==> config.mk <==
export PLATFORM = sky130hd
export DESIGN_NAME = onoff_rr_arbiter
export DESIGN_NICKNAME = d
export VERILOG_FILES = /design/src/rtl/onoff_rr_arbiter.sv
export SDC_FILE = /design/constraint.sdc
export NUM_CORES = 1
export LEC_CHECK = 0
export BUFFER_PORTS_ARGS = -buffer_cell sky130_fd_sc_hd__buf_4
export CORE_UTILIZATION = 25
export CTS_CLUSTER_SIZE = 28
export DETAILED_ROUTE_END_ITERATION = 6
export PLACE_DENSITY = 0.54
export SLEW_MARGIN = 30
export SYNTH_ARGS = -nofsm -noshare
export SYNTH_HDL_FRONTEND = slang
export SYNTH_SLANG_ARGS = --single-unit
export TNS_END_PERCENT = 10
==> constraint.sdc <==
create_clock -name clk -period 2.9 [get_ports clk]
set_input_delay 0.145 -clock clk [delete_from_list [all_inputs] [get_ports clk]]
set_output_delay 0.145 -clock clk [all_outputs]
set_load 0.005 [all_outputs]
==> src/rtl/onoff_rr_arbiter.sv <==
// Round-robin arbiter for one shared on/off resource.
// Enforces minimum hold, maximum hold under contention and a guard gap,
// and emits one-cycle JK pulses (res_j on grant, res_k after release).
module onoff_rr_arbiter #(
  parameter int unsigned N      = 4,
  parameter int unsigned MIN_ON = 2,
  parameter int unsigned MAX_ON = 8,
  parameter int unsigned GAP    = 1
) (
  input  logic                 clk,
  input  logic                 resetn,
  input  logic [N-1:0]         req,
  output logic [N-1:0]         gnt,
  output logic [$clog2(N)-1:0] owner,
  output logic                 busy,
  output logic                 res_j,
  output logic                 res_k
);

  localparam int unsigned OW = $clog2(N);
  localparam int unsigned CW = $clog2(MAX_ON + 1);
  localparam int unsigned GW = (GAP > 0) ? $clog2(GAP + 1) : 1;

  typedef enum logic [1:0] {
    S_IDLE = 2'd0,
    S_ON   = 2'd1,
    S_GAP  = 2'd2
  } state_t;

  state_t        state, state_d;
  logic [OW-1:0] ptr, ptr_d;
  logic [CW-1:0] cnt, cnt_d;
  logic [GW-1:0] gcnt, gcnt_d;
  logic [N-1:0]  gnt_d;
  logic [OW-1:0] owner_d;
  logic          busy_d, res_j_d, res_k_d;

  logic [OW-1:0] win;
  logic          win_vld;
  logic          rel;
  logic [OW-1:0] ptr_next;

  // Winner search: first set request at or above ptr, wrapping N-1 -> 0.
  always_comb begin
    win     = '0;
    win_vld = 1'b0;
    for (int i = 0; i < int'(N); i++) begin
      if (!win_vld && req[OW'((int'(ptr) + i) % int'(N))]) begin
        win     = OW'((int'(ptr) + i) % int'(N));
        win_vld = 1'b1;
      end
    end
  end

  // Release: owner done after minimum hold, or pre-empted at maximum hold.
  always_comb begin
    rel = 1'b0;
    if (cnt >= CW'(MIN_ON) && !req[owner]) rel = 1'b1;
    if (cnt >= CW'(MAX_ON) && (|(req & ~gnt))) rel = 1'b1;
    ptr_next = (owner == OW'(N - 1)) ? '0 : owner + OW'(1);
  end

  // Next-state and registered-output logic.
  always_comb begin
    state_d = state;
    ptr_d   = ptr;
    cnt_d   = cnt;
    gcnt_d  = gcnt;
    gnt_d   = gnt;
    owner_d = owner;
    busy_d  = busy;
    res_j_d = 1'b0;
    res_k_d = 1'b0;
    case (state)
      S_IDLE: begin
        // The res_k cycle is never an arbitration cycle, even with no gap.
        if (win_vld && !res_k) begin
          state_d = S_ON;
          gnt_d   = N'(1) << win;
          owner_d = win;
          busy_d  = 1'b1;
          cnt_d   = CW'(1);
          res_j_d = 1'b1;
        end
      end
      S_ON: begin
        if (rel) begin
          gnt_d   = '0;
          res_k_d = 1'b1;
          ptr_d   = ptr_next;
          cnt_d   = '0;
          if (GAP > 0) begin
            state_d = S_GAP;
            gcnt_d  = GW'(GAP);
            busy_d  = 1'b1;
          end else begin
            state_d = S_IDLE;
            busy_d  = 1'b0;
          end
        end else if (cnt < CW'(MAX_ON)) begin
          cnt_d = cnt + CW'(1);
        end
      end
      S_GAP: begin
        // First cycle carries res_k, then GAP idle-guard cycles follow.
        if (gcnt == '0) begin
          state_d = S_IDLE;
          busy_d  = 1'b0;
        end else begin
          gcnt_d = gcnt - GW'(1);
        end
      end
      default: begin
        state_d = S_IDLE;
        gnt_d   = '0;
        busy_d  = 1'b0;
      end
    endcase
  end

  // State and output registers.
  always_ff @(posedge clk or negedge resetn) begin
    if (!resetn) begin
      state <= S_IDLE;
      ptr   <= '0;
      cnt   <= '0;
      gcnt  <= '0;
      gnt   <= '0;
      owner <= '0;
      busy  <= 1'b0;
      res_j <= 1'b0;
      res_k <= 1'b0;
    end else begin
      state <= state_d;
      ptr   <= ptr_d;
      cnt   <= cnt_d;
      gcnt  <= gcnt_d;
      gnt   <= gnt_d;
      owner <= owner_d;
      busy  <= busy_d;
      res_j <= res_j_d;
      res_k <= res_k_d;
    end
  end

endmodule

==> results.ini <==
[yosys]
ys_ff_latch = 18
fraction_of_synthesized_cell_area_in_xor_and_xnor_cells = 0
postSynthAreaPerCell_um2 = 10.1
syn_area_um2 = 983
yosysUniqueCellTypes = 38
synth-adder-area-share = 0.0382
synth_mux_area_frac = 0.0789
synth_edf_count = 0
synthesis.instances = 97
postSynth.asyncResetShare = 1.00
synth_compound_area_frac = 0.192
synth_top_family_by_area = simple AND/OR/NAND/NOR gates
yosysWarningCount = 0
dominantRegCellSynth = sky130_fd_sc_hd__dfrtp_1
ys_seq_area_frac = 0.458
postSynthNetCount = 106
synth-simple-area-share = 0.206

[timing]
min_period_ns = 2.01
worst_margin_pin_slew_ns = 0.603
rsz_0062_raised_after_global_routing = false
fmax_ghz = 0.497
timing_hold_violations_final = 0
timing.clock.skew_ns = 0.00495
final_min_period_over_clock_period = 0.694
slew_headroom = 0.596
setup_viol = 0
timing_max_transition_violations_final = 0
totalNegativeSetupSlack_ns = 0

[clock_tree]
numClockSinks = 18
clock_path_buffers = 2
clk_pin_slew_ns = 0.07
clock_latency_ns = 0.26
cell_chosen_for_the_clock_root = sky130_fd_sc_hd__clkbuf_8
tritoncts = done
clock_buffer_count_from_cts = 3
cts_htree_levels = 1

[cells_and_area]
nNetsFinal = 124
layout_cell_share_with_drive_strength_beyond_1 = 0.221
area_delta_synth_final_pct = 20.5
final_util = 0.319
antenna_cells = 0
post-route-cell-area_um2 = 1180

[detailed_routing]
routed_via_density = 4.91
wirelength_um = 2120
number_of_nets_still_failing_antenna_checks_after_routing = 0
wl_per_cell_um = 13.1
dr.first_iter.drc_count = 9
detailroute.via_count = 791
drc = 0
drt-pass1-iter-count = 4

[floorplan]
floorplan.die.height_um = 64.7
dieWidth_um = 64.7
floorplan.die_area_um2 = 4190
floorplan.rows = 22
core_area_um2 = 3720
io-pin-count = 15
initial_utilization = 0.265

[global_route]
vias_in_the_first_global_route = 800
grt_pass1_wl_um = 3740
grt_antenna_before_repair = 0
overflow = 0
gr-usage-all-layers = 0.117
largest_net_degree_at_the_start_of_global_routing = 19

[power_and_ir_drop]
power_density_nw_per_um2 = 1000
total_leakage_power_nw = 0.532
worst_ir_drop_vdd_v = 0.000374

[critical_path]
crit_required_ns = 3.03
setup.worst_path.class = register to register
critical_path_arrival_ns = 2.15
end_kind = register
crit_path_start_kind = register
crit_path_max_fanout = 10

[place]
placed_cell_area_um2 = 1130
routability_congestion = 0.735
io_buffers = 14
dp.final_hpwl_um = 1610

[run_status]
status = completed

[hold_path]
hold_path_class = primary input to async pin

[job]
number_of_max_cap_violations = 0

[layout make-up]
| type | instances | area (µm²) |
|---|---|---|
| fillers | 381 | 2530 |
| clock buffers | 3 | 41.3 |
| well taps | 48 | 60.1 |
| repair buffers | 15 | 115 |
| inverters | 3 | 11.3 |
| multi-input cells | 74 | 507 |
| flip-flops and latches | 18 | 450 |
[layer usage]
metal / part of all wire / vias to the layer above / track usage
li1: - / 394 / -
met1: 0.48 / 375 / 0.146
met2: 0.46 / 15 / 0.185
met3: 0.022 / 7 / 0.0158
met4: 0.036 / 0 / 0.0833
met5: 0 / - / 0
[timing repair]
item                                   in CTS  in global routing
setup endpoints to repair                   0                  0
hold buffers                                1                  0
resized for setup                           0                  0
setup buffers                               0                  0
endpoints found under the hold margin      18                  0
[worst max-delay path: stages, from the launching register on]
cell	delay [ns]
sky130_fd_sc_hd__dfrtp_1	0.42
sky130_fd_sc_hd__mux4_2	0.56
sky130_fd_sc_hd__o211a_1	0.36
sky130_fd_sc_hd__and4_1	0.22
sky130_fd_sc_hd__a311o_1	0.32
[final timing paths]
check,slack (ns),cells past startpoint,start,endpoint
max in group asynchronous,2.42,2,resetn,gnt[0]
min in group clk,0.43,4,req[2],gnt[3]
max reg2reg,0.89,4,owner[0],cnt[2]
max,0.89,4,owner[0],cnt[2]
min,0.28,2,resetn,owner[1]
min reg2reg,0.48,1,gcnt,gcnt
[logic make-up after synthesis]
| kind of cell | after synthesis |
|---|---|
| adder cells (fa/ha/maj) | 3 |
| AND/OR/NAND/NOR | 39 |
| buffers and inverters | 5 |
| AO/OA/AOI/OAI | 26 |
| flip-flops | 18 |
| multiplexers | 6 |
[flip-flops by register name, indices dropped and copies added, names as in the netlist]
signal  cells
res_k       1
busy        1
cnt         4
gnt         4
ptr         2
res_j       1
state       2
gcnt        1
owner       2
[synthesized netlist by cell type, types with 2 or more instances]
master                      n  area [µm²]
sky130_fd_sc_hd__nand2_1   10        37.5
sky130_fd_sc_hd__nor3_1     2        10.0
sky130_fd_sc_hd__dfrtp_1   18         450
sky130_fd_sc_hd__inv_1      3        11.3
sky130_fd_sc_hd__o21ai_0    5        25.0
sky130_fd_sc_hd__or2_2      2        12.5
sky130_fd_sc_hd__a21oi_1    4        20.0
sky130_fd_sc_hd__ha_1       3        37.5
sky130_fd_sc_hd__nor2_1     6        22.5
sky130_fd_sc_hd__a21o_1     3        22.5
sky130_fd_sc_hd__mux2_2     4        45.0
sky130_fd_sc_hd__nand2b_1   3        18.8
sky130_fd_sc_hd__o31a_1     2        17.5
sky130_fd_sc_hd__nor2b_1    6        37.5
sky130_fd_sc_hd__nor4_1     3        18.8
[per-stage QoR]
step	hold slack [ns]	setup WS [ns]	total power, mW	instances
finish	0.279	0.887	1.19	161
global route	0.323	0.792	1.28	161
CTS	0.299	0.887	1.19	161
detailed placement	0.0285	0.904	1.02	157
global placement	0.0277	0.964	1.01	157
floorplan	-0.151	0.995	0.846	97
[where the power goes]
group          internal [mW]  switching [mW]
combinational          0.268           0.271
sequential             0.357           0.117
clock                 0.0924          0.0809
total                  0.717           0.469
[placed cells by master, fill, tap and decap left out, types with 2 or more instances in the layout]
master | netlist | layout
sky130_fd_sc_hd__nor2b_1 | 6 | 6
sky130_fd_sc_hd__o21ai_0 | 5 | 5
sky130_fd_sc_hd__nand2_1 | 10 | 10
sky130_fd_sc_hd__mux2_2 | 4 | 4
sky130_fd_sc_hd__buf_4 | 0 | 14
sky130_fd_sc_hd__a21oi_1 | 4 | 4
sky130_fd_sc_hd__clkbuf_8 | 0 | 3
sky130_fd_sc_hd__nand2b_1 | 3 | 3
sky130_fd_sc_hd__o31a_1 | 2 | 2
sky130_fd_sc_hd__nor4_1 | 3 | 3
sky130_fd_sc_hd__dfrtp_1 | 18 | 18
sky130_fd_sc_hd__inv_1 | 3 | 3
sky130_fd_sc_hd__or2_2 | 2 | 2
sky130_fd_sc_hd__ha_1 | 3 | 3
sky130_fd_sc_hd__nor2_1 | 6 | 6
sky130_fd_sc_hd__a21o_1 | 3 | 3
sky130_fd_sc_hd__nor3_1 | 2 | 2
Power figures use the tool's default switching activity.
